<file path="src/rtl/acc_resp_unit_if.sv">
// ACC_BUS request (Q) / response (P) channel bundle.
// The master side issues requests and accepts responses; the slave side is the accelerator.
interface acc_resp_unit_if #(
    parameter int unsigned DataWidth = 32,
    parameter int unsigned AddrWidth = 2,
    parameter int unsigned IdWidth   = 4
);
    // Q channel: offloaded instruction plus operands
    logic [AddrWidth-1:0] q_addr;
    logic [31:0]          q_data_op;
    logic [DataWidth-1:0] q_data_arga;
    logic [DataWidth-1:0] q_data_argb;
    logic [DataWidth-1:0] q_data_argc;
    logic [IdWidth-1:0]   q_id;
    logic                 q_valid;
    logic                 q_ready;

    // P channel: in-order results
    logic [DataWidth-1:0] p_data0;
    logic [DataWidth-1:0] p_data1;
    logic                 p_dual_writeback;
    logic [IdWidth-1:0]   p_id;
    logic [4:0]           p_rd;
    logic                 p_error;
    logic                 p_valid;
    logic                 p_ready;

    modport master (
        output q_addr, q_data_op, q_data_arga, q_data_argb, q_data_argc, q_id, q_valid,
        input  q_ready,
        input  p_data0, p_data1, p_dual_writeback, p_id, p_rd, p_error, p_valid,
        output p_ready
    );

    modport slave (
        input  q_addr, q_data_op, q_data_arga, q_data_argb, q_data_argc, q_id, q_valid,
        output q_ready,
        output p_data0, p_data1, p_dual_writeback, p_id, p_rd, p_error, p_valid,
        input  p_ready
    );
endinterface

</file>
<file path="src/rtl/acc_resp_unit.sv">
// Reference accelerator on the ACC_BUS responder end.
// Decodes custom-0 instructions, runs them through a fixed-latency pipeline and
// returns results in order from a response FIFO. An outstanding-request counter
// guards Q so that pipeline plus FIFO can never hold more than RspDepth entries.
module acc_resp_unit #(
    parameter int unsigned DataWidth = 32,
    parameter int unsigned AddrWidth = 2,
    parameter int unsigned AccAddr   = 0,
    parameter int unsigned IdWidth   = 4,
    parameter int unsigned Latency   = 2,
    parameter int unsigned RspDepth  = 4
) (
    input logic            clk_i,
    input logic            rst_ni,
    acc_resp_unit_if.slave bus
);
    localparam int unsigned CntW = $clog2(RspDepth + 1);
    localparam int unsigned PtrW = (RspDepth > 1) ? $clog2(RspDepth) : 1;
    localparam logic [CntW-1:0]      DepthC   = CntW'(RspDepth);
    localparam logic [PtrW-1:0]      PtrLast  = PtrW'(RspDepth - 1);
    localparam logic [AddrWidth-1:0] AccAddrC = AddrWidth'(AccAddr);
    localparam logic [6:0]           OpCustom0 = 7'b0001011;

    typedef struct packed {
        logic [DataWidth-1:0] data;
        logic [IdWidth-1:0]   id;
        logic [4:0]           rd;
        logic                 err;
    } rsp_t;

    logic                 w_q_fire;
    logic                 w_p_fire;
    logic                 w_push;
    logic                 w_legal;
    logic                 w_op_ok;
    logic [DataWidth-1:0] w_mul;
    logic [DataWidth-1:0] w_res;
    rsp_t                 w_new;
    rsp_t                 w_head;
    logic                 w_unused_op;

    logic [CntW-1:0]      r_cnt;
    logic [Latency-1:0]   r_pipe_vld;
    rsp_t                 r_pipe [Latency];
    rsp_t                 r_mem  [RspDepth];
    logic [PtrW-1:0]      r_wptr;
    logic [PtrW-1:0]      r_rptr;
    logic [CntW-1:0]      r_fcnt;

    function automatic logic [PtrW-1:0] ptr_inc(input logic [PtrW-1:0] ptr);
        return (ptr == PtrLast) ? '0 : ptr + PtrW'(1);
    endfunction

    // Q is gated by registered occupancy only, so q_ready never looks at q_valid.
    assign bus.q_ready = rst_ni && (r_cnt < DepthC);
    assign w_q_fire    = bus.q_valid && bus.q_ready;
    assign w_p_fire    = bus.p_valid && bus.p_ready;

    // rs1/rs2 register fields carry no meaning for this unit.
    assign w_unused_op = ^bus.q_data_op[24:15];

    assign w_legal = (bus.q_addr == AccAddrC) && (bus.q_data_op[6:0] == OpCustom0) &&
                     (bus.q_data_op[31:25] == 7'd0);
    assign w_mul   = bus.q_data_arga * bus.q_data_argb;

    // Decode funct3 and compute the result; illegal requests carry a zero result.
    always_comb begin
        // NOTE: every output gets a default first so no path leaves it unassigned (no latch).
        w_res   = '0;
        w_op_ok = 1'b1;
        case (bus.q_data_op[14:12])
            3'b000:  w_res = bus.q_data_arga + bus.q_data_argb + bus.q_data_argc;
            3'b001:  w_res = w_mul + bus.q_data_argc;
            3'b010:  w_res = (bus.q_data_arga > bus.q_data_argb) ? bus.q_data_arga
                                                                 : bus.q_data_argb;
            3'b011:  w_res = bus.q_data_arga - bus.q_data_argb;
            default: w_op_ok = 1'b0;
        endcase
        w_new.err  = !(w_legal && w_op_ok);
        w_new.data = w_new.err ? '0 : w_res;
        w_new.id   = bus.q_id;
        w_new.rd   = bus.q_data_op[11:7];
    end

    // Outstanding counter: accepted minus answered requests.
    always_ff @(posedge clk_i) begin
        // NOTE: state registers use non-blocking assignments so every block sees pre-edge values.
        if (!rst_ni) begin
            r_cnt <= '0;
        end else begin
            case ({w_q_fire, w_p_fire})
                2'b10:   r_cnt <= r_cnt + CntW'(1);
                2'b01:   r_cnt <= r_cnt - CntW'(1);
                default: r_cnt <= r_cnt;
            endcase
        end
    end

    // Pipeline valid bits; reset drops any in-flight work.
    always_ff @(posedge clk_i) begin
        if (!rst_ni) begin
            r_pipe_vld <= '0;
        end else begin
            r_pipe_vld[0] <= w_q_fire;
            for (int i = 1; i < int'(Latency); i++) begin
                r_pipe_vld[i] <= r_pipe_vld[i-1];
            end
        end
    end

    // Pipeline payload, qualified by r_pipe_vld.
    always_ff @(posedge clk_i) begin
        r_pipe[0] <= w_new;
        for (int i = 1; i < int'(Latency); i++) begin
            r_pipe[i] <= r_pipe[i-1];
        end
    end

    assign w_push = r_pipe_vld[Latency-1];

    // Response FIFO pointers and fill level.
    always_ff @(posedge clk_i) begin
        if (!rst_ni) begin
            r_wptr <= '0;
            r_rptr <= '0;
            r_fcnt <= '0;
        end else begin
            if (w_push) r_wptr <= ptr_inc(r_wptr);
            if (w_p_fire) r_rptr <= ptr_inc(r_rptr);
            case ({w_push, w_p_fire})
                2'b10:   r_fcnt <= r_fcnt + CntW'(1);
                2'b01:   r_fcnt <= r_fcnt - CntW'(1);
                default: r_fcnt <= r_fcnt;
            endcase
        end
    end

    // Response FIFO storage.
    always_ff @(posedge clk_i) begin
        // NOTE: storage is not reset; r_fcnt says which entries are meaningful.
        if (w_push) r_mem[r_wptr] <= r_pipe[Latency-1];
    end

    assign w_head               = r_mem[r_rptr];
    assign bus.p_valid          = rst_ni && (r_fcnt != '0);
    assign bus.p_data0          = rst_ni ? w_head.data : '0;
    assign bus.p_id             = rst_ni ? w_head.id   : '0;
    assign bus.p_rd             = rst_ni ? w_head.rd   : '0;
    assign bus.p_error          = rst_ni ? w_head.err  : 1'b0;
    assign bus.p_data1          = '0;
    assign bus.p_dual_writeback = 1'b0;

    a_no_push_full: assert property (@(posedge clk_i) disable iff (!rst_ni)
        !(w_push && (r_fcnt == DepthC)));
    a_no_pop_empty: assert property (@(posedge clk_i) disable iff (!rst_ni)
        !(w_p_fire && (r_fcnt == '0)));
endmodule

</file>
<file path="src/flat_wrapper.sv">
// flat-port wrapper written by rule: the top's interface ports become plain ports
module acc_resp_unit_flat 
#(
    parameter int unsigned DataWidth = 32,
    parameter int unsigned AddrWidth = 2,
    parameter int unsigned AccAddr   = 0,
    parameter int unsigned IdWidth   = 4,
    parameter int unsigned Latency   = 2,
    parameter int unsigned RspDepth  = 4
)
  (clk_i, rst_ni, bus_q_addr, bus_q_data_op, bus_q_data_arga, bus_q_data_argb, bus_q_data_argc, bus_q_id, bus_q_valid, bus_q_ready, bus_p_data0, bus_p_data1, bus_p_dual_writeback, bus_p_id, bus_p_rd, bus_p_error, bus_p_valid, bus_p_ready);
  acc_resp_unit_if #(.DataWidth(DataWidth), .AddrWidth(AddrWidth), .IdWidth(IdWidth)) bus_i ();
  input logic clk_i;
  input logic rst_ni;
  input wire logic [$bits(bus_i.q_addr)-1:0] bus_q_addr;
  input wire logic [$bits(bus_i.q_data_op)-1:0] bus_q_data_op;
  input wire logic [$bits(bus_i.q_data_arga)-1:0] bus_q_data_arga;
  input wire logic [$bits(bus_i.q_data_argb)-1:0] bus_q_data_argb;
  input wire logic [$bits(bus_i.q_data_argc)-1:0] bus_q_data_argc;
  input wire logic [$bits(bus_i.q_id)-1:0] bus_q_id;
  input wire logic [$bits(bus_i.q_valid)-1:0] bus_q_valid;
  output wire logic [$bits(bus_i.q_ready)-1:0] bus_q_ready;
  output wire logic [$bits(bus_i.p_data0)-1:0] bus_p_data0;
  output wire logic [$bits(bus_i.p_data1)-1:0] bus_p_data1;
  output wire logic [$bits(bus_i.p_dual_writeback)-1:0] bus_p_dual_writeback;
  output wire logic [$bits(bus_i.p_id)-1:0] bus_p_id;
  output wire logic [$bits(bus_i.p_rd)-1:0] bus_p_rd;
  output wire logic [$bits(bus_i.p_error)-1:0] bus_p_error;
  output wire logic [$bits(bus_i.p_valid)-1:0] bus_p_valid;
  input wire logic [$bits(bus_i.p_ready)-1:0] bus_p_ready;
  assign bus_i.q_addr = bus_q_addr;
  assign bus_i.q_data_op = bus_q_data_op;
  assign bus_i.q_data_arga = bus_q_data_arga;
  assign bus_i.q_data_argb = bus_q_data_argb;
  assign bus_i.q_data_argc = bus_q_data_argc;
  assign bus_i.q_id = bus_q_id;
  assign bus_i.q_valid = bus_q_valid;
  assign bus_q_ready = bus_i.q_ready;
  assign bus_p_data0 = bus_i.p_data0;
  assign bus_p_data1 = bus_i.p_data1;
  assign bus_p_dual_writeback = bus_i.p_dual_writeback;
  assign bus_p_id = bus_i.p_id;
  assign bus_p_rd = bus_i.p_rd;
  assign bus_p_error = bus_i.p_error;
  assign bus_p_valid = bus_i.p_valid;
  assign bus_i.p_ready = bus_p_ready;
  acc_resp_unit #(.DataWidth(DataWidth), .AddrWidth(AddrWidth), .AccAddr(AccAddr), .IdWidth(IdWidth), .Latency(Latency), .RspDepth(RspDepth)) u_core (.clk_i(clk_i), .rst_ni(rst_ni), .bus(bus_i));
endmodule
</file>
<file path="config.mk">
export PLATFORM = sky130hd
export DESIGN_NAME = acc_resp_unit_flat
export DESIGN_NICKNAME = d
export VERILOG_FILES = /design/src/rtl/acc_resp_unit_if.sv /design/src/rtl/acc_resp_unit.sv /design/src/flat_wrapper.sv
export SDC_FILE = /design/constraint.sdc
export NUM_CORES = 2
export LEC_CHECK = 0
export BUFFER_PORTS_ARGS = -buffer_cell sky130_fd_sc_hd__buf_2
export CELL_PAD_IN_SITES_DETAIL_PLACEMENT = 1
export CELL_PAD_IN_SITES_GLOBAL_PLACEMENT = 1
export CORE_ASPECT_RATIO = 1.5
export CORE_UTILIZATION = 51
export CTS_BUF_LIST = sky130_fd_sc_hd__clkbuf_8
export CTS_CLUSTER_DIAMETER = 50
export DETAILED_ROUTE_END_ITERATION = 12
export GPL_TIMING_DRIVEN = 0
export PLACE_DENSITY_LB_ADDON = 0.1
export SKIP_CTS_REPAIR_TIMING = 1
export SLEW_MARGIN = 20
export SYNTH_ARGS = -nofsm -noshare
export SYNTH_HDL_FRONTEND = slang
export SYNTH_SLANG_ARGS = --single-unit
</file>
<file path="constraint.sdc">
create_clock -name clk_i -period 8.8 [get_ports clk_i]
set_input_delay 0.44 -clock clk_i [delete_from_list [all_inputs] [get_ports clk_i]]
set_output_delay 0.44 -clock clk_i [all_outputs]
set_load 0.02 [all_outputs]
</file>
Yosys cells after proc, flatten, opt, wreduce, memory -nomap -nowiden
Memories as Yosys holds them, arrays and structs flattened. A register that Yosys moved wholly into a read port is not among the register bits.
Index checks and enable logic that the tools add are counted.
{ "word_totals": {"out_inout_bits": 77, "inputBits": 138, "ff_bits": 12, "ram_bits": 252, "wordCells": 61, "memories": 2} }
{ "classes": {"addsub": 10, "n_lt_le_gt_ge": 2, "multipliers": 1, "reduce_logical": 15, "eq_ne": 10, "mux": 16} }
{ "mem_list": {"columns": ["name", "depth", "width", "rd", "rd_ports_with_merged_regs", "wr", "line_no", "text"], "rows": [
  ["u_core.r_mem", 4, 42, 1, 1, 1, "acc_resp_unit.sv:45", "rsp_t r_mem [RspDepth];"],
  ["u_core.r_pipe", 2, 42, 2, 0, 2, "acc_resp_unit.sv:44", "rsp_t r_pipe [Latency];"]
]} }
{ "ops": {"columns": ["operator", "count"], "rows": [
  ["$pmux W32 S4", 1],
  ["$add A32 B32 Y32", 3],
  ["$mux W32", 3],
  ["$gt A32 B32 Y1", 1],
  ["$mul A32 B32 Y32", 1],
  ["$sub A32 B32 Y32", 1],
  ["$pmux W3 S2", 2],
  ["$eq A2 B2 Y1 const B", 4],
  ["$mux W2", 4],
  ["$eq A7 B4 Y1 const B", 1],
  ["$logic_and A1 B1 Y1", 7],
  ["$logic_not A7 Y1", 1],
  ["$add A3 B1 Y3 const B", 2],
  ["$eq A3 B2 Y1 const B", 2],
  ["$sub A3 B1 Y3 const B", 2],
  ["$mux W5", 1],
  ["$add A2 B1 Y2 const B", 2],
  ["$eq A2 B1 Y1 const B", 2],
  ["$mux W1", 4],
  ["$mux W4", 1],
  ["$reduce_bool A2 Y1", 2],
  ["$reduce_or A4 Y1", 1],
  ["$eq A3 B1 Y1 const B", 1],
  ["$logic_not A3 Y1", 1],
  ["4 further kinds", 4]
]} }

Longest topological paths before layout
{ "logic_depth": {"ltp_word": 5, "ltp_mapped": 29, "ltp_nobuf": 27} }

Least setup slack after synthesis
No wires, ideal clock.
{ "synth_path": {"path_kind": "input to register", "from": "in bus_q_data_argb[3]", "to": "mem u_core.r_pipe[0][40] (netlist name)", "setup_ns": 0.133, "slack_ns": 1.859, "cell_stages": 25, "required_ns": 8.667, "n_path_buf": 2, "arrival_time_ns": 6.809, "cell_sequence": "clkbuf_1 clkbuf_1 and2_1 fa_1 fa_1 fa_1 inv_1 fa_1 inv_1 fa_1 fa_1 fa_1 inv_1 fa_1 inv_1 ha_1 a21oi_1 o21bai_1 a221oi_1 o21ai_0 a21o_1 a22o_1 mux2i_1 a211oi_1 a31oi_1"} }
{ "synth_rtl": {"columns": ["item", "line_no", "text"], "rows": [
  ["start: declaration", "flat_wrapper.sv:18", "input wire logic [$bits(bus_i.q_data_argb)-1:0] bus_q_data_argb;"],
  ["end: declaration", "acc_resp_unit.sv:44", null]
]} }

==> flow_results.xml <==
<?xml version="1.0" encoding="UTF-8"?>
<metrics>
  <group name="floorplanning">
    <metric name="rows" unit="">110</metric>
    <metric name="die_h" unit="microns">304</metric>
    <metric name="fp.coreArea" unit="sq um">60000</metric>
    <metric name="pin_count" unit="">215</metric>
    <metric name="die_area" unit="sq um">61800</metric>
    <metric name="start_util" unit="%">51.7</metric>
    <metric name="floorplan.die.width" unit="microns">203</metric>
  </group>
  <group name="placement">
    <metric name="pre_cts_ws" unit="ns">-0.989</metric>
    <metric name="placed_cells_incl_taps" unit="">4055</metric>
    <metric name="dpl-instance-area" unit="sq um">33000</metric>
    <metric name="place.port_buffers" unit="">169</metric>
    <metric name="hpwlAfterDp" unit="microns">95000</metric>
    <metric name="place_congestion" unit="">1.01</metric>
  </group>
  <group name="route">
    <metric name="antenna_left" unit="">0</metric>
    <metric name="drt_iter0_markers" unit="">1461</metric>
    <metric name="drt_first_pass_iters" unit="">5</metric>
    <metric name="dr_total_vias" unit="">23683</metric>
    <metric name="drt-vias-per-instance" unit="">5.75</metric>
    <metric name="routed_wire_length" unit="microns">114000</metric>
    <metric name="number_of_remaining_drc_errors" unit="">0</metric>
    <metric name="wl_per_cell" unit="microns">27.8</metric>
  </group>
  <group name="finish">
    <metric name="multi_input_combinational_cell_area" unit="sq um">21300</metric>
    <metric name="layout.cell_area.non_filler" unit="sq um">33800</metric>
    <metric name="register_area" unit="sq um">7010</metric>
    <metric name="finalNonFillerCells" unit="">4116</metric>
    <metric name="post_route_cells_drive_above_1_share" unit="%">9.94</metric>
    <metric name="n_fill_cell" unit="">6859</metric>
    <metric name="area_growth" unit="%">8.98</metric>
    <metric name="fin_nets" unit="">4127</metric>
  </group>
  <group name="logic_synthesis">
    <metric name="post_synthesis_sequential_element_count" unit="">266</metric>
    <metric name="synth_largest_type_area_fraction" unit="%">30.5</metric>
    <metric name="ys.warnings.count" unit="">0</metric>
    <metric name="average_size_of_a_mapped_cell" unit="sq um">10.1</metric>
    <metric name="synth.cell_area" unit="sq um">31000</metric>
    <metric name="yosysSeqAreaShare" unit="%">22.6</metric>
    <metric name="synth_cell_type_count" unit="">85</metric>
    <metric name="synth_top_cell_by_area" unit="">sky130_fd_sc_hd__fa_1</metric>
    <metric name="async_flop_share" unit="%">0</metric>
    <metric name="syn_inst" unit="">3068</metric>
    <metric name="yosys_most_used_dff" unit="">sky130_fd_sc_hd__edfxtp_1</metric>
    <metric name="synth-edff-count" unit="">168</metric>
    <metric name="post_synth_main_area_contributors" unit="">sky130_fd_sc_hd__fa_1 (31%), sky130_fd_sc_hd__edfxtp_1 (16%), sky130_fd_sc_hd__ha_1 (8.4%)</metric>
  </group>
  <group name="sta">
    <metric name="period_needed" unit="ns">8.58</metric>
    <metric name="min_period_over_period" unit="%">97.5</metric>
    <metric name="hold_viol_final" unit="">0</metric>
    <metric name="timing_max_transition_violations_final" unit="">0</metric>
    <metric name="fmaxAchievable" unit="MHz">117</metric>
    <metric name="rsz0062_at_grt" unit="">false</metric>
    <metric name="max_slew.worst_pin.slew" unit="ns">1.14</metric>
    <metric name="timing.slew.headroom" unit="%">24.2</metric>
    <metric name="post-route-worst-setup-slack" unit="ns">0.223</metric>
    <metric name="setup-violations-final" unit="">0</metric>
    <metric name="skew" unit="ns">0.0238</metric>
  </group>
  <group name="global_route">
    <metric name="antenna_found_initial" unit="">3</metric>
    <metric name="number_of_global_route_vias_before_repair" unit="">27017</metric>
    <metric name="grt.total_usage" unit="%">37.9</metric>
    <metric name="grt_pass1_wl" unit="microns">169000</metric>
    <metric name="grt_start_max_net_pins" unit="">43</metric>
    <metric name="grt.overflow.total" unit="">0</metric>
  </group>
  <group name="clocking">
    <metric name="clk-insertion-delay-late" unit="ns">0.59</metric>
    <metric name="cts.path.max_buffers" unit="">3</metric>
    <metric name="numClockSinks" unit="">266</metric>
    <metric name="worst_setup_hold_path_clk_slew" unit="ns">0.08</metric>
    <metric name="cts.htree.levels" unit="">1</metric>
    <metric name="cts_made_buffers" unit="">29</metric>
    <metric name="cts_tree" unit="">yes</metric>
    <metric name="clk_root_buffer_cell" unit="">sky130_fd_sc_hd__clkbuf_8</metric>
  </group>
  <group name="setup_path">
    <metric name="critical_path.max_fanout" unit="">10</metric>
    <metric name="critical_path_arrival" unit="ns">8.99</metric>
    <metric name="critical_path.endpoint_type" unit="">register</metric>
    <metric name="crit_type" unit="">primary input to register</metric>
    <metric name="startpoint_type" unit="">primary input</metric>
    <metric name="crit_required" unit="ns">9.21</metric>
  </group>
  <group name="min_path">
    <metric name="hold_path_class" unit="">primary input to register</metric>
  </group>
  <group name="run">
    <metric name="max_cap_viols" unit="">0</metric>
  </group>
  <group name="status">
    <metric name="outcome" unit="">complete, no violations</metric>
  </group>
</metrics>
sequential cells by signal (all words and copies together) (netlist names), named ones only:
signal / count
u_core.r_mem: 168
u_core.r_pipe: 84
u_core.r_cnt: 3
u_core.r_fcnt: 3
u_core.r_pipe_vld: 2
u_core.r_rptr: 2
u_core.r_wptr: 2
Yosys cell counts, drive strengths merged, types with 6 or more instances:
cell type,number
a2111oi,6
a21oi,102
mux2i,27
nand2,291
o21bai,13
o21a,19
ha,209
clkbuf,123
nor3,23
xnor2,94
o21ai,62
inv,551
a22oi,6
a31oi,13
nand3,15
buf,44
edfxtp,168
nor2,100
mux4,43
nand4,14
nand2b,9
dfxtp,98
and2,341
fa,473
xor2,36
a221oi,7
or3,12
nor2b,10
o22ai,19
o211ai,9
a21o,25
nor3b,9
a211oi,11
o31ai,7
routing by layer:
layer	up-vias	track usage, %	wire, microns
met3	414	3.32	5640
met2	931	66.9	57500
met4	0	32.0	12100
met5	-	0	0
li1	10165	-	-
met1	12173	40.8	39100
cells by family (layout without fill, tap and decap cells):
logic type                 after synthesis  count (layout)  share of synthesized area (%)
and+or+nand+nor                        851             851                           14.0
xor gates and xnor gates               131             131                           3.75
DFF                                    266             266                           22.6
buffers and inverters                  719             949                           9.15
AOI/OAI and AO/OA                      345             345                           7.40
other                                    1              35                         0.0121
adders and majority gates              682             682                           39.0
muxes                                   73              73                           4.10
cells in the final DEF, fill, tap and decap left out, types with 15 or more instances in the layout:
| master | Yosys | routed |
|---|---|---|
| sky130_fd_sc_hd__inv_1 | 551 | 554 |
| sky130_fd_sc_hd__fa_1 | 473 | 473 |
| sky130_fd_sc_hd__and2_1 | 340 | 336 |
| sky130_fd_sc_hd__nand2_1 | 291 | 291 |
| sky130_fd_sc_hd__ha_1 | 209 | 209 |
| sky130_fd_sc_hd__buf_2 | 5 | 174 |
| sky130_fd_sc_hd__edfxtp_1 | 168 | 168 |
| sky130_fd_sc_hd__clkbuf_1 | 122 | 110 |
| sky130_fd_sc_hd__nor2_1 | 100 | 100 |
| sky130_fd_sc_hd__a21oi_1 | 100 | 100 |
| sky130_fd_sc_hd__dfxtp_1 | 98 | 98 |
| sky130_fd_sc_hd__xnor2_1 | 94 | 94 |
| sky130_fd_sc_hd__o21ai_0 | 57 | 57 |
| sky130_fd_sc_hd__mux4_2 | 43 | 43 |
| sky130_fd_sc_hd__xor2_1 | 36 | 36 |
| sky130_fd_sc_hd__buf_4 | 34 | 35 |
| sky130_fd_sc_hd__conb_1 | 1 | 33 |
| sky130_fd_sc_hd__clkbuf_8 | 0 | 30 |
| sky130_fd_sc_hd__mux2i_1 | 27 | 27 |
| sky130_fd_sc_hd__a21o_1 | 24 | 24 |
| sky130_fd_sc_hd__nor3_1 | 23 | 22 |
| sky130_fd_sc_hd__o21a_1 | 19 | 19 |
| sky130_fd_sc_hd__o22ai_1 | 19 | 19 |
| sky130_fd_sc_hd__nand3_1 | 15 | 15 |
stage by stage:
step / util (%) / hold WS (ns) / setup TNS [ns]
6_report: 56.3 / 0.169 / 0
4_1_cts: 56.1 / -0.0826 / -1.19
3_5_place_dp: 55.0 / 0.316 / -5.24
5_1_grt: 56.3 / 0.145 / 0
3_3_place_gp: 54.9 / 0.310 / -3.89
2_1_floorplan: - / 0.310 / 0
final timing paths:
path | from | to | slack (ns) | depth (start not counted)
setup reg to reg | u_core.r_fcnt[0] | u_core.r_fcnt[2] | 6.46 | 8
hold / removal | bus_q_valid | u_core.r_pipe_vld[0] | 0.17 | 2
setup / recovery | bus_q_data_arga[12] | u_core.r_pipe[0][39] | 0.22 | 26
hold reg to reg | u_core.r_pipe[0][40] | u_core.r_pipe[0][82] | 0.33 | 0
final cells by class:
type                       instances  area share [%]
antenna                            2          0.0148
buffer                           163            2.29
clock buffer                      30            1.22
clock inverter                    24           0.811
inverter                         552            6.13
multi-input combinational       2115            63.1
sequential                       266            20.7
tap                              784            2.90
timing repair buffer             180            2.83
worst max-delay path: stages:
cell and delay (ns):
sky130_fd_sc_hd__buf_2 0.24, sky130_fd_sc_hd__clkbuf_1 0.81, sky130_fd_sc_hd__clkbuf_1 0.63, sky130_fd_sc_hd__nand2_1 0.17
sky130_fd_sc_hd__fa_1 0.46, sky130_fd_sc_hd__inv_1 0.08, sky130_fd_sc_hd__fa_1 0.44, sky130_fd_sc_hd__fa_1 0.54
sky130_fd_sc_hd__inv_1 0.06, sky130_fd_sc_hd__fa_1 0.48, sky130_fd_sc_hd__inv_1 0.06, sky130_fd_sc_hd__fa_1 0.48
sky130_fd_sc_hd__fa_1 0.51, sky130_fd_sc_hd__fa_1 0.50, sky130_fd_sc_hd__inv_1 0.05, sky130_fd_sc_hd__fa_1 0.47
sky130_fd_sc_hd__inv_1 0.04, sky130_fd_sc_hd__ha_1 0.35, sky130_fd_sc_hd__nand4_1 0.16, sky130_fd_sc_hd__nor2_1 0.11
sky130_fd_sc_hd__and4b_1 0.20, sky130_fd_sc_hd__a31oi_1 0.69, sky130_fd_sc_hd__a31oi_1 0.30, sky130_fd_sc_hd__o21ai_0 0.30
sky130_fd_sc_hd__mux2i_1 0.25, sky130_fd_sc_hd__a41oi_1 0.16
Power is not shown: default switching activity piles up to over one toggle a cycle in this logic, so the estimate is an artifact.
